==> src/rtl/paddle_pkg.sv <==
// Shared definitions for the breakout paddle path.
// - state_t : paddle movement FSM states
// - dir_t   : direction decoded from the left/right button levels at a frame tick
// - DEF_*   : default screen and paddle geometry, shared with the display and ball logic
package paddle_pkg;

  typedef enum logic [1:0] {
    IDLE   = 2'd0,
    MOVE_L = 2'd1,
    MOVE_R = 2'd2
  } state_t;

  typedef enum logic [1:0] {
    DIR_NONE = 2'd0,
    DIR_L    = 2'd1,
    DIR_R    = 2'd2
  } dir_t;

  localparam int unsigned DEF_SCREEN_W = 640;
  localparam int unsigned DEF_SCREEN_H = 480;
  localparam int unsigned DEF_PADDLE_W = 64;
  localparam int unsigned DEF_Y_POS    = 296;

endpackage

==> src/rtl/paddle_accel.sv <==
// Paddle speed ramp. Owns the per-frame speed and the same-direction frame counter.
// Ports:
//   clk      - system clock
//   rst      - asynchronous active-low reset
//   tick     - frame tick
//   same_dir - this tick continues the current movement direction
//   restart  - return speed to SPEED_MIN and clear the counter (any cycle)
//   speed    - pixels per frame to use on the next continuing tick
module paddle_accel #(
  parameter int unsigned SPEED_MIN    = 2,
  parameter int unsigned SPEED_MAX    = 8,
  parameter int unsigned ACCEL_FRAMES = 4,
  parameter int unsigned SPD_W        = 10
) (
  input  logic             clk,
  input  logic             rst,
  input  logic             tick,
  input  logic             same_dir,
  input  logic             restart,
  output logic [SPD_W-1:0] speed
);

  localparam int unsigned CNT_W = (ACCEL_FRAMES > 1) ? $clog2(ACCEL_FRAMES) : 1;
  localparam logic [CNT_W-1:0] CNT_LAST = CNT_W'(ACCEL_FRAMES - 1);
  localparam logic [SPD_W-1:0] SPD_MIN  = SPD_W'(SPEED_MIN);
  localparam logic [SPD_W-1:0] SPD_MAX  = SPD_W'(SPEED_MAX);

  logic [CNT_W-1:0] accel_cnt;
  logic [CNT_W-1:0] cnt_nxt;

  // The counter runs modulo ACCEL_FRAMES and the entry frame counts as frame one,
  // so speed steps on the frame where the counter lands on its last value: every
  // ACCEL_FRAMES moving frames, with the new speed used from the following frame.
  assign cnt_nxt = (accel_cnt == CNT_LAST) ? '0 : accel_cnt + 1'b1;

  always_ff @(posedge clk or negedge rst) begin
    if (!rst) begin
      speed     <= SPD_MIN;
      accel_cnt <= '0;
    end else if (restart) begin
      speed     <= SPD_MIN;
      accel_cnt <= '0;
    end else if (tick && same_dir) begin
      accel_cnt <= cnt_nxt;
      if (cnt_nxt == CNT_LAST && speed != SPD_MAX)
        speed <= speed + 1'b1;
    end
  end

endmodule

==> src/rtl/paddle_ctrl.sv <==
// Paddle position controller for the breakout display path.
// Moves the paddle once per frame from debounced left/right levels, ramping speed
// while a direction is held, and clamps at the screen edges. Defining
// PADDLE_WRAP_EN makes the paddle wrap to the opposite edge instead of clamping.
// Ports:
//   clk        - system clock
//   rst        - asynchronous active-low reset
//   frame_tick - one-cycle pulse per frame
//   move_left  - left request level
//   move_right - right request level
//   recenter   - one-cycle request to return to centre (wins over frame_tick)
//   x, y       - paddle top-left corner
//   moving     - x changed on the last frame tick
//   at_left    - x at the left edge
//   at_right   - x at the right edge
module paddle_ctrl
  import paddle_pkg::*;
#(
  parameter int unsigned SCREEN_W     = DEF_SCREEN_W,
  parameter int unsigned PADDLE_W     = DEF_PADDLE_W,
  parameter int unsigned X_W          = 10,
  parameter int unsigned Y_W          = 10,
  parameter int unsigned Y_POS        = DEF_Y_POS,
  parameter int unsigned SPEED_MIN    = 2,
  parameter int unsigned SPEED_MAX    = 8,
  parameter int unsigned ACCEL_FRAMES = 4
) (
  input  logic           clk,
  input  logic           rst,
  input  logic           frame_tick,
  input  logic           move_left,
  input  logic           move_right,
  input  logic           recenter,
  output logic [X_W-1:0] x,
  output logic [Y_W-1:0] y,
  output logic           moving,
  output logic           at_left,
  output logic           at_right
);

  localparam int unsigned X_MAX = SCREEN_W - PADDLE_W;
  localparam logic [X_W-1:0] X_MAX_X = X_W'(X_MAX);
  localparam logic [X_W-1:0] X_CTR_X = X_W'(X_MAX / 2);
  localparam logic [X_W:0]   X_MAX_E = (X_W + 1)'(X_MAX);
  localparam logic [X_W-1:0] SMIN_X  = X_W'(SPEED_MIN);

`ifdef PADDLE_WRAP_EN
  localparam logic [X_W-1:0] LEFT_EDGE  = X_MAX_X;
  localparam logic [X_W-1:0] RIGHT_EDGE = '0;
`else
  localparam logic [X_W-1:0] LEFT_EDGE  = '0;
  localparam logic [X_W-1:0] RIGHT_EDGE = X_MAX_X;
`endif

  state_t         state;
  state_t         state_nx;
  dir_t           dir;
  logic           same_dir;
  logic           restart;
  logic [X_W-1:0] speed;
  logic [X_W-1:0] step;
  logic [X_W:0]   x_ext;
  logic [X_W:0]   step_ext;
  logic [X_W-1:0] x_new;

  paddle_accel #(
    .SPEED_MIN    (SPEED_MIN),
    .SPEED_MAX    (SPEED_MAX),
    .ACCEL_FRAMES (ACCEL_FRAMES),
    .SPD_W        (X_W)
  ) u_accel (
    .clk      (clk),
    .rst      (rst),
    .tick     (frame_tick),
    .same_dir (same_dir),
    .restart  (restart),
    .speed    (speed)
  );

  always_comb begin
    dir = DIR_NONE;
    if (move_left && !move_right)
      dir = DIR_L;
    else if (move_right && !move_left)
      dir = DIR_R;
  end

  assign same_dir = (dir == DIR_L && state == MOVE_L) || (dir == DIR_R && state == MOVE_R);
  assign restart  = recenter || (frame_tick && !same_dir);

  // A tick that enters or reverses a direction moves at SPEED_MIN even though the
  // speed register still holds the previous run's value until that same edge.
  assign step     = same_dir ? speed : SMIN_X;
  assign x_ext    = {1'b0, x};
  assign step_ext = {1'b0, step};

  always_comb begin
    state_nx = IDLE;
    x_new    = x;
    unique case (dir)
      DIR_L: begin
        state_nx = MOVE_L;
        if (x_ext < step_ext)
          x_new = LEFT_EDGE;
        else
          x_new = X_W'(x_ext - step_ext);
      end
      DIR_R: begin
        state_nx = MOVE_R;
        if (x_ext > X_MAX_E - step_ext)
          x_new = RIGHT_EDGE;
        else
          x_new = X_W'(x_ext + step_ext);
      end
      default: begin
        state_nx = IDLE;
        x_new    = x;
      end
    endcase
  end

  always_ff @(posedge clk or negedge rst) begin
    if (!rst) begin
      state  <= IDLE;
      x      <= X_CTR_X;
      moving <= 1'b0;
    end else if (recenter) begin
      state  <= IDLE;
      x      <= X_CTR_X;
      moving <= 1'b0;
    end else if (frame_tick) begin
      state  <= state_nx;
      x      <= x_new;
      moving <= (x_new != x);
    end
  end

  assign y        = Y_W'(Y_POS);
  assign at_left  = (x == '0);
  assign at_right = (x == X_MAX_X);

endmodule

==> config.mk <==
export PLATFORM = sky130hd
export DESIGN_NAME = paddle_ctrl
export DESIGN_NICKNAME = d
export VERILOG_FILES = /design/src/rtl/paddle_pkg.sv /design/src/rtl/paddle_accel.sv /design/src/rtl/paddle_ctrl.sv
export SDC_FILE = /design/constraint.sdc
export NUM_CORES = 1
export LEC_CHECK = 0
export CAP_MARGIN = 20
export CORE_UTILIZATION = 50
export CTS_BUF_LIST = sky130_fd_sc_hd__clkbuf_8
export CTS_CLUSTER_DIAMETER = 60
export DETAILED_ROUTE_END_ITERATION = 12
export MAX_ROUTING_LAYER = met4
export PLACE_DENSITY = 0.77
export SKIP_CTS_REPAIR_TIMING = 1
export SLEW_MARGIN = 20
export SYNTH_ARGS = -nofsm -noshare
export SYNTH_HDL_FRONTEND = slang
export SYNTH_SLANG_ARGS = --single-unit
==> constraint.sdc <==
create_clock -name clk -period 5.1 [get_ports clk]
set_input_delay 0.51 -clock clk [delete_from_list [all_inputs] [get_ports clk]]
set_output_delay 0.51 -clock clk [all_outputs]
set_load 0.05 [all_outputs]
==> flow_summary.yaml <==
status:
  outcome: "completed"
grt:
  grt_max_degree: 26
  grt_use_total_pct: 25.9
  grt_pass1_wl_um: 12500
  grt_pass1_vias: 2498
  antenna_found_initial: 0
  overflow: 0
pwr:
  clockPowerShare_pct: 22.5
  p_int_mw: 0.330
  p_sw_share_pct: 38.8
  p_switching_mw: 0.209
  p_leak_nw: 1.50
  p_per_area_nw_per_um2: 164
  power.share.sequential_pct: 40.7
  p_comb_share_pct: 36.8
  ir_drop_uv: 174
sta:
  relSlewSlack_pct: 51.0
  max_freq_mhz: 207
  hold_viol: 0
  fin_tns_setup_ps: 0
  worst_pin_slew_ps: 730
  slew_violations: 0
  timing.final.crit_share_pct: 94.7
  rsz0062_at_grt: "no"
  finalSetupViolCount: 0
  fin_worst_skew_ps: 6.78
  period_minus_slack_ps: 4830
clock_network:
  cts_buffers: 3
  htree_levels: 1
  cts-root-buf: "clkbuf_8"
  clkLatencyLatePin_ps: 270
  clkTransAtPathRegs_ps: 100
  cts_tree: "done"
  cts_sinks: 25
  cts_max_path_buffers: 2
cells_and_area:
  mostFrequentLayoutCells: "nand2_1 (39), ha_1 (36), nor2_1 (35), inv_1 (30), a21oi_1 (26)"
  area_growth_pct: 7.58
  drive_above_1_share_pct: 6.84
  fillers: 557
  layout_commonest_cell: "nand2_1"
  stdcell_count: 470
  antenna_cells: 0
  finalNetCount: 440
synthesis:
  synth-seq-area-share_pct: 20.6
  yosys_warnings: 0
  syn_area_per_cell_um2: 7.89
  synthArstFlopShare_pct: 100
  synthTopCellsByArea: "dfrtp_1 (18%), ha_1 (15%), nand2_1 (4.8%), a21oi_1 (4.4%), nor2_1 (4.3%)"
  synth-edff-count: 0
  yosysTopAreaCell: "dfrtp_1"
  netlist.area_leader.share_pct: 18.0
  synth_area_um2: 3050
  postSynthCellCount: 387
  synthFlopType: "dfrtp_1"
  synth.ff_latch_count: 25
  yosysUniqueCellTypes: 65
floorplanning:
  fp.dieW_um: 80.2
  initial_core_util_pct: 51.6
  io_pins: 29
  core_area_um2: 5920
  num_rows: 28
  die_h_um: 80.2
  fp.dieArea_um2: 6420
job:
  cap_violations: 0
detailed_routing:
  drt-wirelength-per-cell_um: 16.4
  dr.pass1.iters: 5
  ant_nets: 0
  dr.first_iter.drc_count: 181
  vias: 2816
  drcViolationCount: 0
  finalWirelength_um: 7730
  via_per_inst: 5.99
critical_path:
  cp_max_fo: 4
  cp_data_required_time_ps: 5240
  r2r_slack_ps: 720
  crit_arrival_ps: 4970
  critical_path_class: "in -> reg"
  crit_path_start_kind: "input pin"
  end_kind: "flip-flop"
hold_path:
  hp-class: "in -> async"
placed_design:
  numPortBuffers: 18
  routabilityCongestion: 0.972
  dp_hpwl_um: 6120
  dp_cells: 466
state kept, by name, indices dropped and copies added, names as in the netlist:
signal             cells
u_accel.accel_cnt      2
state                  2
moving                 1
u_accel.speed         10
x                     10
cell type report:
cell class	count	area (um^2)	share of cell area [%]
Clock buffer	3	41.3	1.26
Clock inverter	1	5.00	0.152
Inverter	30	113	3.43
Multi-Input combinational cell	311	2180	66.2
Sequential cell	25	629	19.2
Tap cell	75	93.8	2.86
Timing Repair Buffer	25	228	6.93
routing by layer:
layer	up-vias	GRT usage, %	share of wire (%)
met5	-	-	0
met4	0	7.68	2.3
met3	13	2.05	6.8
met2	104	39.9	45
met1	1322	36.0	46
li1	1377	-	-
critical path: stages:
cell,delay (ps)
clkdlybuf4s50_1,450
inv_1,70
ha_1,180
nand3b_1,120
nand2_1,90
nand2_1,70
or4_1,420
or3_1,350
nand2_1,100
mux2_2,340
ha_1,280
nand3_1,130
nor3_1,80
a221o_1,320
o21ai_1,350
a21oi_2,130
xnor2_1,170
or4_4,490
a2111oi_4,200
a31oi_1,130
path summary, 6_finish.rpt:
path,startpoint,end,depth (start not counted)
min reg2reg,state[0],state[0],2
max,move_right,moving,20
min in group clk,state[0],state[0],2
max reg2reg,state[0],moving,17
min,rst,u_accel.speed[6],1
max in group asynchronous,rst,x[5],1
power by group through the flow:
stage,logic (mW),registers (mW),clock network (mW)
CTS,0.195,0.219,0.121
detailed placement,0.194,0.222,0
floorplan,0.134,0.236,0
global placement,0.193,0.222,0
finish,0.198,0.219,0.121
global route,0.214,0.220,0.133
cells in the mapped netlist (all sizes together) (4+ instances only):
master	instances
buf	18
and3	5
or3	5
inv	30
o21ai	9
a211oi	6
nor3b	4
and2	5
nand2	39
dfrtp	22
a21oi	27
ha	36
nor3	12
clkbuf	11
nor2b	4
xor2	9
nand4	4
a2111oi	5
nand3	11
nor2	35
xnor2	12
nand3b	4
mux2i	4
a21o	8
through the flow:
stage	hold slack (ps)	setup slack (ps)	power, mW	cell area (um^2)	utilization (%)
after floorplan	214	472	0.370	3080	-
after global placement	534	106	0.415	3240	54.7
after detailed placement	537	-9.29	0.417	3240	54.6
after CTS	240	278	0.535	3280	55.4
after global routing	271	15.4	0.568	3290	55.5
final	221	269	0.539	3290	55.5
logic make-up (layout without fill, tap and decap cells):
family / Yosys count / in the layout / share of synthesized area (%)
flops: 25 / 25 / 20.6
buf+inv: 59 / 59 / 9.26
simple gates: 143 / 143 / 23.7
other cells: 2 / 10 / 0.246
mux: 5 / 5 / 1.68
fa+ha+maj: 38 / 38 / 16.1
xor+xnor: 21 / 21 / 6.02
compound gates: 94 / 94 / 22.5
Power figures use the tool's default switching activity.
